[config.mk]
export PLATFORM = sky130hd
export DESIGN_NAME = inst_fetch_ctrl
export DESIGN_NICKNAME = d
export VERILOG_FILES = /design/src/rtl/inst_fetch_ctrl.sv
export SDC_FILE = /design/constraint.sdc
export NUM_CORES = 1
export LEC_CHECK = 0
export CORE_MARGIN = 8
export CORE_UTILIZATION = 55
export CTS_BUF_LIST = sky130_fd_sc_hd__clkbuf_8
export DETAILED_ROUTE_END_ITERATION = 16
export PLACE_DENSITY = 0.85
export SYNTH_ARGS = -nofsm -noshare
export SYNTH_HDL_FRONTEND = slang
export SYNTH_SLANG_ARGS = --single-unit
export TNS_END_PERCENT = 5
[constraint.sdc]
create_clock -name aclk -period 15.04 [get_ports aclk]
set_clock_uncertainty 0.15 [all_clocks]
set_input_delay 4.512 -clock aclk [delete_from_list [all_inputs] [get_ports aclk]]
set_output_delay 4.512 -clock aclk [all_outputs]
set_load 0.1 [all_outputs]
[src/rtl/inst_fetch_ctrl.sv]
// -----------------------------------------------------------------------------
// inst_fetch_ctrl
//
// Instruction-fetch stage controller. It issues fetch requests on an SRAM-like
// instruction bus and tracks the in-order responses. Responses that belong to a
// squashed path are counted and dropped. Good responses are buffered and handed
// to ID through a valid/allow handshake.
//
// Ports
//   aclk, reset        clock and synchronous active-high reset
//   inst_req/addr      fetch request and address (address = fetch PC)
//   inst_addr_ok       request accepted this cycle
//   inst_data_ok/rdata one in-order response per pulse
//   redirect/_pc       squash the current path and restart at redirect_pc
//   id_allow_in        ID consumes the head entry this cycle
//   if_valid_out,
//   if_ready_go        head entry valid (both equal)
//   if_pc/if_inst      head PC and instruction (instruction is 0 for ADEF)
//   error_inst         head entry is a misaligned-PC (ADEF) entry
//   if_allow_in        a buffer credit is free (live + buf_count < BUF_DEPTH)
//   data_ok_inst       a non-cancelled response entered the buffer this cycle
//   cancel_busy        stale responses are still expected
// -----------------------------------------------------------------------------
module inst_fetch_ctrl #(
   parameter logic [31:0] RESET_PC        = 32'h1c000000,
   parameter int          MAX_OUTSTANDING = 2,   // 1..3
   parameter int          BUF_DEPTH       = 2    // 2..4
) (
   input  logic        aclk,
   input  logic        reset,
   output logic        inst_req,
   output logic [31:0] inst_addr,
   input  logic        inst_addr_ok,
   input  logic        inst_data_ok,
   input  logic [31:0] inst_rdata,
   input  logic        redirect,
   input  logic [31:0] redirect_pc,
   input  logic        id_allow_in,
   output logic        if_valid_out,
   output logic        if_ready_go,
   output logic [31:0] if_pc,
   output logic [31:0] if_inst,
   output logic        error_inst,
   output logic        if_allow_in,
   output logic        data_ok_inst,
   output logic        cancel_busy
);

   // Both queues use 2-bit ring pointers and 4-entry storage; only the first
   // MAX_OUTSTANDING / BUF_DEPTH slots are ever addressed.
   localparam logic [1:0] PCQ_LAST = 2'(MAX_OUTSTANDING - 1);
   localparam logic [1:0] BUF_LAST = 2'(BUF_DEPTH - 1);

   function automatic logic [1:0] pcq_inc(input logic [1:0] p);
      return (p == PCQ_LAST) ? 2'd0 : p + 2'd1;
   endfunction

   function automatic logic [1:0] buf_inc(input logic [1:0] p);
      return (p == BUF_LAST) ? 2'd0 : p + 2'd1;
   endfunction

   // ---------------------------------------------------------------- state
   logic [31:0] fetch_pc_q, fetch_pc_d;
   logic [2:0]  total_q, total_d;        // in-flight requests incl. cancelled
   logic [2:0]  cancel_q, cancel_d;      // stale responses still to drop
   logic        halt_q, halt_d;          // set by an ADEF entry until redirect

   // PC queue holds only live requests; cancelled ones never touch it.
   logic [31:0] pcq_mem_q [4];
   logic [1:0]  pcq_wr_q, pcq_wr_d;
   logic [1:0]  pcq_rd_q, pcq_rd_d;

   logic [31:0] buf_pc_q   [4];
   logic [31:0] buf_inst_q [4];
   logic        buf_err_q  [4];
   logic [1:0]  buf_wr_q, buf_wr_d;
   logic [1:0]  buf_rd_q, buf_rd_d;
   logic [2:0]  buf_cnt_q, buf_cnt_d;

   // ------------------------------------------------------------ datapath
   logic [2:0]  live;
   logic [3:0]  occupancy;
   logic        credit;
   logic        accept;
   logic        dok_eff;
   logic        misalign_push;
   logic        head_valid;

   logic        pcq_push;
   logic        buf_push;
   logic        buf_pop;
   logic [31:0] buf_push_pc;
   logic [31:0] buf_push_inst;
   logic        buf_push_err;

   assign live      = total_q - cancel_q;
   assign occupancy = {1'b0, live} + {1'b0, buf_cnt_q};
   assign credit    = occupancy < 4'(BUF_DEPTH);
   assign head_valid = (buf_cnt_q != 3'd0);

   assign inst_req = !reset && !redirect && !halt_q && (fetch_pc_q[1:0] == 2'b00) &&
                     (total_q < 3'(MAX_OUTSTANDING)) && credit;
   assign inst_addr = reset ? RESET_PC : fetch_pc_q;
   assign accept    = inst_req && inst_addr_ok;

   // A response with nothing in flight is a stray pulse and is ignored.
   assign dok_eff = !reset && inst_data_ok && (total_q != 3'd0);

   // A misaligned PC is only reported once the bus has drained, so the ADEF
   // entry lands behind every instruction fetched before it.
   assign misalign_push = !reset && !redirect && !halt_q && (fetch_pc_q[1:0] != 2'b00) &&
                          (total_q == 3'd0) && credit;

   always_comb begin
      fetch_pc_d    = fetch_pc_q;
      total_d       = total_q;
      cancel_d      = cancel_q;
      halt_d        = halt_q;
      pcq_wr_d      = pcq_wr_q;
      pcq_rd_d      = pcq_rd_q;
      buf_wr_d      = buf_wr_q;
      buf_rd_d      = buf_rd_q;
      buf_cnt_d     = buf_cnt_q;
      pcq_push      = 1'b0;
      buf_push      = 1'b0;
      buf_pop       = 1'b0;
      buf_push_pc   = 32'h0;
      buf_push_inst = 32'h0;
      buf_push_err  = 1'b0;

      if (redirect) begin
         // Everything still in flight becomes stale; a response arriving in
         // this very cycle is consumed and dropped here.
         fetch_pc_d = redirect_pc;
         halt_d     = 1'b0;
         total_d    = total_q - {2'b00, dok_eff};
         cancel_d   = total_q - {2'b00, dok_eff};
         pcq_wr_d   = 2'd0;
         pcq_rd_d   = 2'd0;
         buf_wr_d   = 2'd0;
         buf_rd_d   = 2'd0;
         buf_cnt_d  = 3'd0;
      end else begin
         if (dok_eff) begin
            if (cancel_q != 3'd0) begin
               cancel_d = cancel_q - 3'd1;
            end else begin
               buf_push      = 1'b1;
               buf_push_pc   = pcq_mem_q[pcq_rd_q];
               buf_push_inst = inst_rdata;
               pcq_rd_d      = pcq_inc(pcq_rd_q);
            end
         end

         if (accept) begin
            pcq_push   = 1'b1;
            pcq_wr_d   = pcq_inc(pcq_wr_q);
            fetch_pc_d = fetch_pc_q + 32'd4;
         end

         total_d = total_q + {2'b00, accept} - {2'b00, dok_eff};

         // total_q == 0 here, so this never collides with a response push.
         if (misalign_push) begin
            buf_push      = 1'b1;
            buf_push_pc   = fetch_pc_q;
            buf_push_inst = 32'h0;
            buf_push_err  = 1'b1;
            halt_d        = 1'b1;
         end

         buf_pop = head_valid && id_allow_in;

         if (buf_push) begin
            buf_wr_d = buf_inc(buf_wr_q);
         end
         if (buf_pop) begin
            buf_rd_d = buf_inc(buf_rd_q);
         end
         buf_cnt_d = buf_cnt_q + {2'b00, buf_push} - {2'b00, buf_pop};
      end
   end

   always_ff @(posedge aclk) begin
      if (reset) begin
         fetch_pc_q <= RESET_PC;
         total_q    <= 3'd0;
         cancel_q   <= 3'd0;
         halt_q     <= 1'b0;
         pcq_wr_q   <= 2'd0;
         pcq_rd_q   <= 2'd0;
         buf_wr_q   <= 2'd0;
         buf_rd_q   <= 2'd0;
         buf_cnt_q  <= 3'd0;
      end else begin
         fetch_pc_q <= fetch_pc_d;
         total_q    <= total_d;
         cancel_q   <= cancel_d;
         halt_q     <= halt_d;
         pcq_wr_q   <= pcq_wr_d;
         pcq_rd_q   <= pcq_rd_d;
         buf_wr_q   <= buf_wr_d;
         buf_rd_q   <= buf_rd_d;
         buf_cnt_q  <= buf_cnt_d;
      end
   end

   // Storage arrays carry no reset; the pointers define what is valid.
   always_ff @(posedge aclk) begin
      if (pcq_push) begin
         pcq_mem_q[pcq_wr_q] <= fetch_pc_q;
      end
      if (buf_push) begin
         buf_pc_q[buf_wr_q]   <= buf_push_pc;
         buf_inst_q[buf_wr_q] <= buf_push_inst;
         buf_err_q[buf_wr_q]  <= buf_push_err;
      end
   end

   // -------------------------------------------------------------- outputs
   assign if_valid_out = !reset && head_valid;
   assign if_ready_go  = if_valid_out;
   assign if_pc        = if_valid_out ? buf_pc_q[buf_rd_q] : 32'h0;
   assign if_inst      = if_valid_out ? buf_inst_q[buf_rd_q] : 32'h0;
   assign error_inst   = if_valid_out && buf_err_q[buf_rd_q];
   assign if_allow_in  = !reset && credit;
   assign data_ok_inst = !redirect && dok_eff && (cancel_q == 3'd0);
   assign cancel_busy  = !reset && (cancel_q != 3'd0);

endmodule

## Word level (Yosys, flattened, before mapping)

Memories as Yosys holds them, arrays and structs flattened. A register that Yosys moved wholly into a read port is not among the register bits.
Cells that the tools add are included.

| storage, ports and cells | value |
|---|---|
| register bits | 50 |
| memory bits (writable) | 388 |
| output and inout bits | 103 |
| word-level logic and storage cells | 109 |
| memories kept | 4 |

Memories:

| memory | depth | bits a word | read ports | clocked after Yosys merged registers in | write ports | line | text |
|---|---|---|---|---|---|---|---|
| buf_inst_q | 4 | 32 | 1 | 1 | 1 | 74 | `logic [31:0] buf_inst_q [4];` |
| buf_pc_q | 4 | 32 | 1 | 1 | 1 | 73 | `logic [31:0] buf_pc_q [4];` |
| pcq_mem_q | 4 | 32 | 1 | 1 | 1 | 69 | `logic [31:0] pcq_mem_q [4];` |
| buf_err_q | 4 | 1 | 1 | 1 | 1 | 75 | `logic buf_err_q [4];` |

| operators by class | value |
|---|---|
| $add $sub $neg | 13 |
| magnitude comparators | 2 |
| equality and inequality tests | 4 |
| muxes and demuxes | 42 |
| bitwise operators | 1 |
| reduce and logical (&&, ||, !) cells | 34 |

Operators by type and width:

| kind | count |
|---|---|
| $mux W32 | 13 |
| $add A32 B3 Y32 const B | 1 |
| $mux W2 | 12 |
| $logic_and A1 B1 Y1 | 18 |
| $mux W1 | 13 |
| $mux W3 | 4 |
| $reduce_bool A3 Y1 | 3 |
| $sub A3 B1 Y3 | 3 |
| $add A2 B1 Y2 const B | 4 |
| $eq A2 B1 Y1 const B | 4 |
| $reduce_bool A2 Y1 | 4 |
| $add A3 B1 Y3 | 2 |
| $logic_not A3 Y1 | 2 |
| $add A3 B3 Y4 | 1 |
| $lt A4 B2 Y1 const B | 1 |
| $reduce_and A2 Y1 | 2 |
| $logic_not A1 Y1 | 3 |
| $lt A3 B2 Y1 const B | 1 |
| $sub A3 B1 Y3 const B | 1 |
| $sub A3 B3 Y3 | 1 |
| $logic_not A2 Y1 | 1 |
| $reduce_or A2 Y1 | 1 |
| $not A1 Y1 | 1 |

## Logic depth before layout (Yosys ltp)

| depth | value |
|---|---|
| depth in word-level cells | 11 |
| depth in mapped cells | 20 |
| depth with buffers taken out | 18 |

## Worst setup path after synthesis

Ideal clock, no wire load.

| path | value |
|---|---|
| path type | input to register |
| start point | input reset |
| end point | memory buf_err_q[2] (enable) |
| arrival time | 12.306 ns |
| slack | 1.913 ns |
| stages on the path | 6 |
| cell sequence | buf_2 nor3_2 o2111ai_1 nor3b_4 nor2_1 nor4b_1 |

| on the way | value |
|---|---|
| cells in the longest elaborated chain, start to end | 11 |
| elaborated cells on any way between the ends | 14 |
| classes of those cells | mux (6); reduce/logical (8) |

RTL lines:

| element | line | text |
|---|---|---|
| start: declaration | 30 | `input logic reset,` |
| $logic_not A1 Y1 (*) | 107, 111 |  |
| $logic_and A1 B1 Y1 (4 in a row) | 111 | `assign misalign_push = !reset && !redirect && !halt_q && (fetch_pc_q[1:0] != 2'b00) &&` |
| $logic_and A1 B1 Y1 | 112 | `(total_q == 3'd0) && credit;` |
| $mux W1 (*) | 164 | `if (misalign_push) begin` |
| $mux W1 (*) (2 in a row) | 131 | `if (redirect) begin` |
| $mux W1 (*) | 213 | `if (buf_push) begin` |
| $mux W1 (not written as such) (*) | 216 | `buf_err_q[buf_wr_q] <= buf_push_err;` |
| end: declaration | 75 |  |

Every way passes the cells marked *; elsewhere a longest branch is shown, timed or not. The select of a mux whose other input is x is not followed.

## Worst setup path after layout

| path | value |
|---|---|
| start point | input redirect |
| end point | output data_ok_inst |

| on the way | value |
|---|---|
| cells in the longest elaborated chain, start to end | 3 |

RTL lines:

| element | line | text |
|---|---|---|
| start: declaration | 36 | `input logic redirect,` |
| $logic_not A1 Y1 | 227 | `assign data_ok_inst = !redirect && dok_eff && (cancel_q == 3'd0);` |
| $logic_and A1 B1 Y1 (2 in a row) | 227 |  |
| end: declaration | 45 | `output logic data_ok_inst,` |

Every way passes these cells.

==> impl_metrics.toml <==
[run_status]
outcome = "completed"

[synthesis]
synth_top_family_by_area = "multiplexers"
synth_common_cells = "edfxtp_1 (388), and2_1 (99), mux4_2 (97)"
yosys_most_used_dff = "edfxtp_1"
yosys-top-cells-area = "edfxtp_1 (64%), mux4_2 (12%), dfxtp_1 (5.9%)"
synth_xor_area_frac = 0.00576
synth_edf_count = 388
syn_inst = 1072
postSynthAreaPerCell_um2 = 17.0
synth.area.mux_share = 0.121
synth_top_area_share = 0.638
synth_seq_area_share = 0.697
yosys.area_share.simple = 0.0942
synthesis.area_um2 = 18300
synthAdderAreaFrac = 0.0126
syn_nets = 1158
synth_top_area_cell = "edfxtp_1"
synth-seq-cells = 442
ys_warn_count = 0
async_reset_ff_frac = 0
yosysUniqueCellTypes = 67
synth_compound_area_frac = 0.0500
synth.most_common_cell = "edfxtp_1"

[timing]
grt_setup_unrepaired = "no"
tns_ns = 0
setup_viol = 0
period_share = 0.784
worst_slew_pin_slew_ns = 1.22
max_freq_mhz = 84.8
fin_crit_ns = 11.79
relSlewSlack = 0.182
hold_violations = 0
final_max_slew_viol_count = 0

[route]
drcViolationCount = 0
drt_iter0_markers = 896
num_vias = 10500
wl_um = 40000
ant_nets = 0
dr.pass1.iters = 6
via_per_inst = 5.95
avgRoutedWirePerCell_um = 22.7

[worst_setup_path]
end_kind = "output port"
start_kind = "primary input"
slowest_delay_ns = 1.00
crit_chain = "buf_2, buf_4, clkinv_1, and3_2, clkdlybuf4s50_1"
required_ns = 10.38
cp.arrival_ns = 7.13
rr_startpoint = "total_q[0]"
crit_slowest_cell = "clkdlybuf4s50_1"
startpoint = "redirect"
worstPathMaxFanout = 46
critPathKind = "in -> out"

[place]
placed_cell_area_um2 = 20400
dp_hpwl_um = 24700
gp_congestion = 0.903
numPortBuffers = 172

[final_layout]
post-route-util = 0.667
diodes = 0
final_nets = 1353
area_growth_pct = 19.2
final_cell_area_um2 = 21800
drive_gt1_frac = 0.177

[job]
drv_cap = 0

[clocking]
tritoncts = "built"
hold_buffers = 0
clock-sinks = 442
cts_resized = 0
cts_made_buffers = 70
cts_setup_buffers = 0
htreeDepth = 3
cts_buffer_depth = 3
clkLatencyLatePin_ns = 0.58
root_buffer = "clkbuf_8"
clkTransAtPathRegs_ns = 0.06

[floorplanning]
start_util = 0.560
row_count = 66
io_pins = 173
dieArea_um2 = 39300
die_y_um = 198
die_w_um = 198
core_area_um2 = 32600

[pwr]
power_density_nw_per_um2 = 131
power.leakage_nw = 6.76
peakVddDrop_uv = 74.9

[worst_hold_path]
min_from = "buf_rd_q[1]"
hold_class = "reg -> reg"

[global_route]
grt_pass1_wl_um = 62500
antenna_found_initial = 0
grt_max_degree = 80
grt_use_total = 0.206
grt_pass1_vias = 10900
gr-total-overflow = 0
[report_power, final]
part | leakage, nW | switching (mW) | internal, mW | total, mW
clock | 0.752 | 0.447 | 0.524 | 0.971
sequential | 3.76 | 0.0307 | 1.37 | 1.40
combinational | 2.25 | 0.331 | 0.149 | 0.480
[state kept, by name (all words and copies together) (netlist names), named ones only]
register and flops:
buf_cnt_q 3, buf_err_q 4, buf_inst_q 128, buf_pc_q 128
buf_rd_q 2, buf_wr_q 2, cancel_q 3, fetch_pc_q 32
halt_q 1, pcq_mem_q 128, pcq_rd_q 2, pcq_wr_q 2
total_q 3
[worst paths after layout]
kind	end	slack [ns]	cells past startpoint
worst max-delay path	data_ok_inst	3.25	5
worst min-delay path	flop	0.30	2
worst max register to register	buf_inst_q[1][4]	9.55	13
worst min register to register	flop	0.30	2
[cell type report]
cell class                      count  area, µm²
Fill cell                        2137      10900
Clock inverter                     49        314
Clock buffer                       74       1020
Inverter                           17       63.8
Multi-Input combinational cell    546       5220
Sequential cell                   442      12700
Timing Repair Buffer              190       1860
Tap cell                          442        553
[metal layers]
layer	GRT usage	part of all wire	vias up	routed length [µm]
met5	0	0	-	0
met4	0.0758	0.029	0	1150
met3	0.0430	0.084	82	3350
met2	0.332	0.48	543	19100
met1	0.275	0.41	5214	16400
li1	-	-	4634	-
[cells in the final DEF, fill, tap and decap left out, types with 5 or more instances in the layout]
| cell | netlist | routed |
|---|---|---|
| nand2_1 | 43 | 43 |
| ha_1 | 12 | 12 |
| clkbuf_8 | 0 | 74 |
| nand3_1 | 13 | 13 |
| a31oi_1 | 12 | 12 |
| nor2b_1 | 28 | 28 |
| dfxtp_1 | 54 | 50 |
| a211oi_1 | 5 | 5 |
| and2_1 | 99 | 99 |
| nor3_1 | 16 | 14 |
| and3_1 | 10 | 8 |
| clkdlybuf4s50_1 | 0 | 170 |
| clkinv_1 | 1 | 14 |
| or4_1 | 6 | 6 |
| or2_2 | 5 | 5 |
| edfxtp_1 | 388 | 388 |
| o211ai_1 | 6 | 6 |
| nor4_1 | 6 | 5 |
| a22o_1 | 32 | 32 |
| buf_4 | 3 | 17 |
| xnor2_1 | 9 | 9 |
| o21ai_1 | 6 | 6 |
| mux4_2 | 97 | 97 |
| nor2_1 | 33 | 31 |
| o311ai_0 | 5 | 5 |
| a21o_1 | 5 | 5 |
| nand4_1 | 8 | 8 |
| a21oi_1 | 21 | 21 |
| inv_1 | 15 | 38 |
[logic make-up (layout without fill, tap and decap cells)]
family / count (synthesis) / count (layout)
flip-flops: 442 / 442
AND/OR/NAND/NOR: 296 / 296
AO/OA/AOI/OAI: 123 / 123
multiplexers: 99 / 99
buffers and inverters: 84 / 330
adder cells (fa/ha/maj): 16 / 16
XOR/XNOR: 12 / 12
[per-stage QoR]
| stage | hold slack [ns] | instances | total power, mW | setup slack (ns) |
|---|---|---|---|---|
| 2_1_floorplan | 0.257 | 1072 | 1.77 | 1.91 |
| 3_3_place_gp | 0.257 | 1636 | 1.89 | 3.34 |
| 3_5_place_dp | 0.285 | 1636 | 1.90 | 3.25 |
| 4_1_cts | 0.305 | 1759 | 2.87 | 3.23 |
| 5_1_grt | 0.311 | 1760 | 2.95 | 3.18 |
| 6_report | 0.301 | 1760 | 2.85 | 3.25 |
[worst max-delay path, delay by kind of cell]
family                 cells  cell delay, ns
and+or+nand+nor            1            0.46
buffers and inverters      4            2.15
No activity file was read; power rests on OpenSTA's default activity.
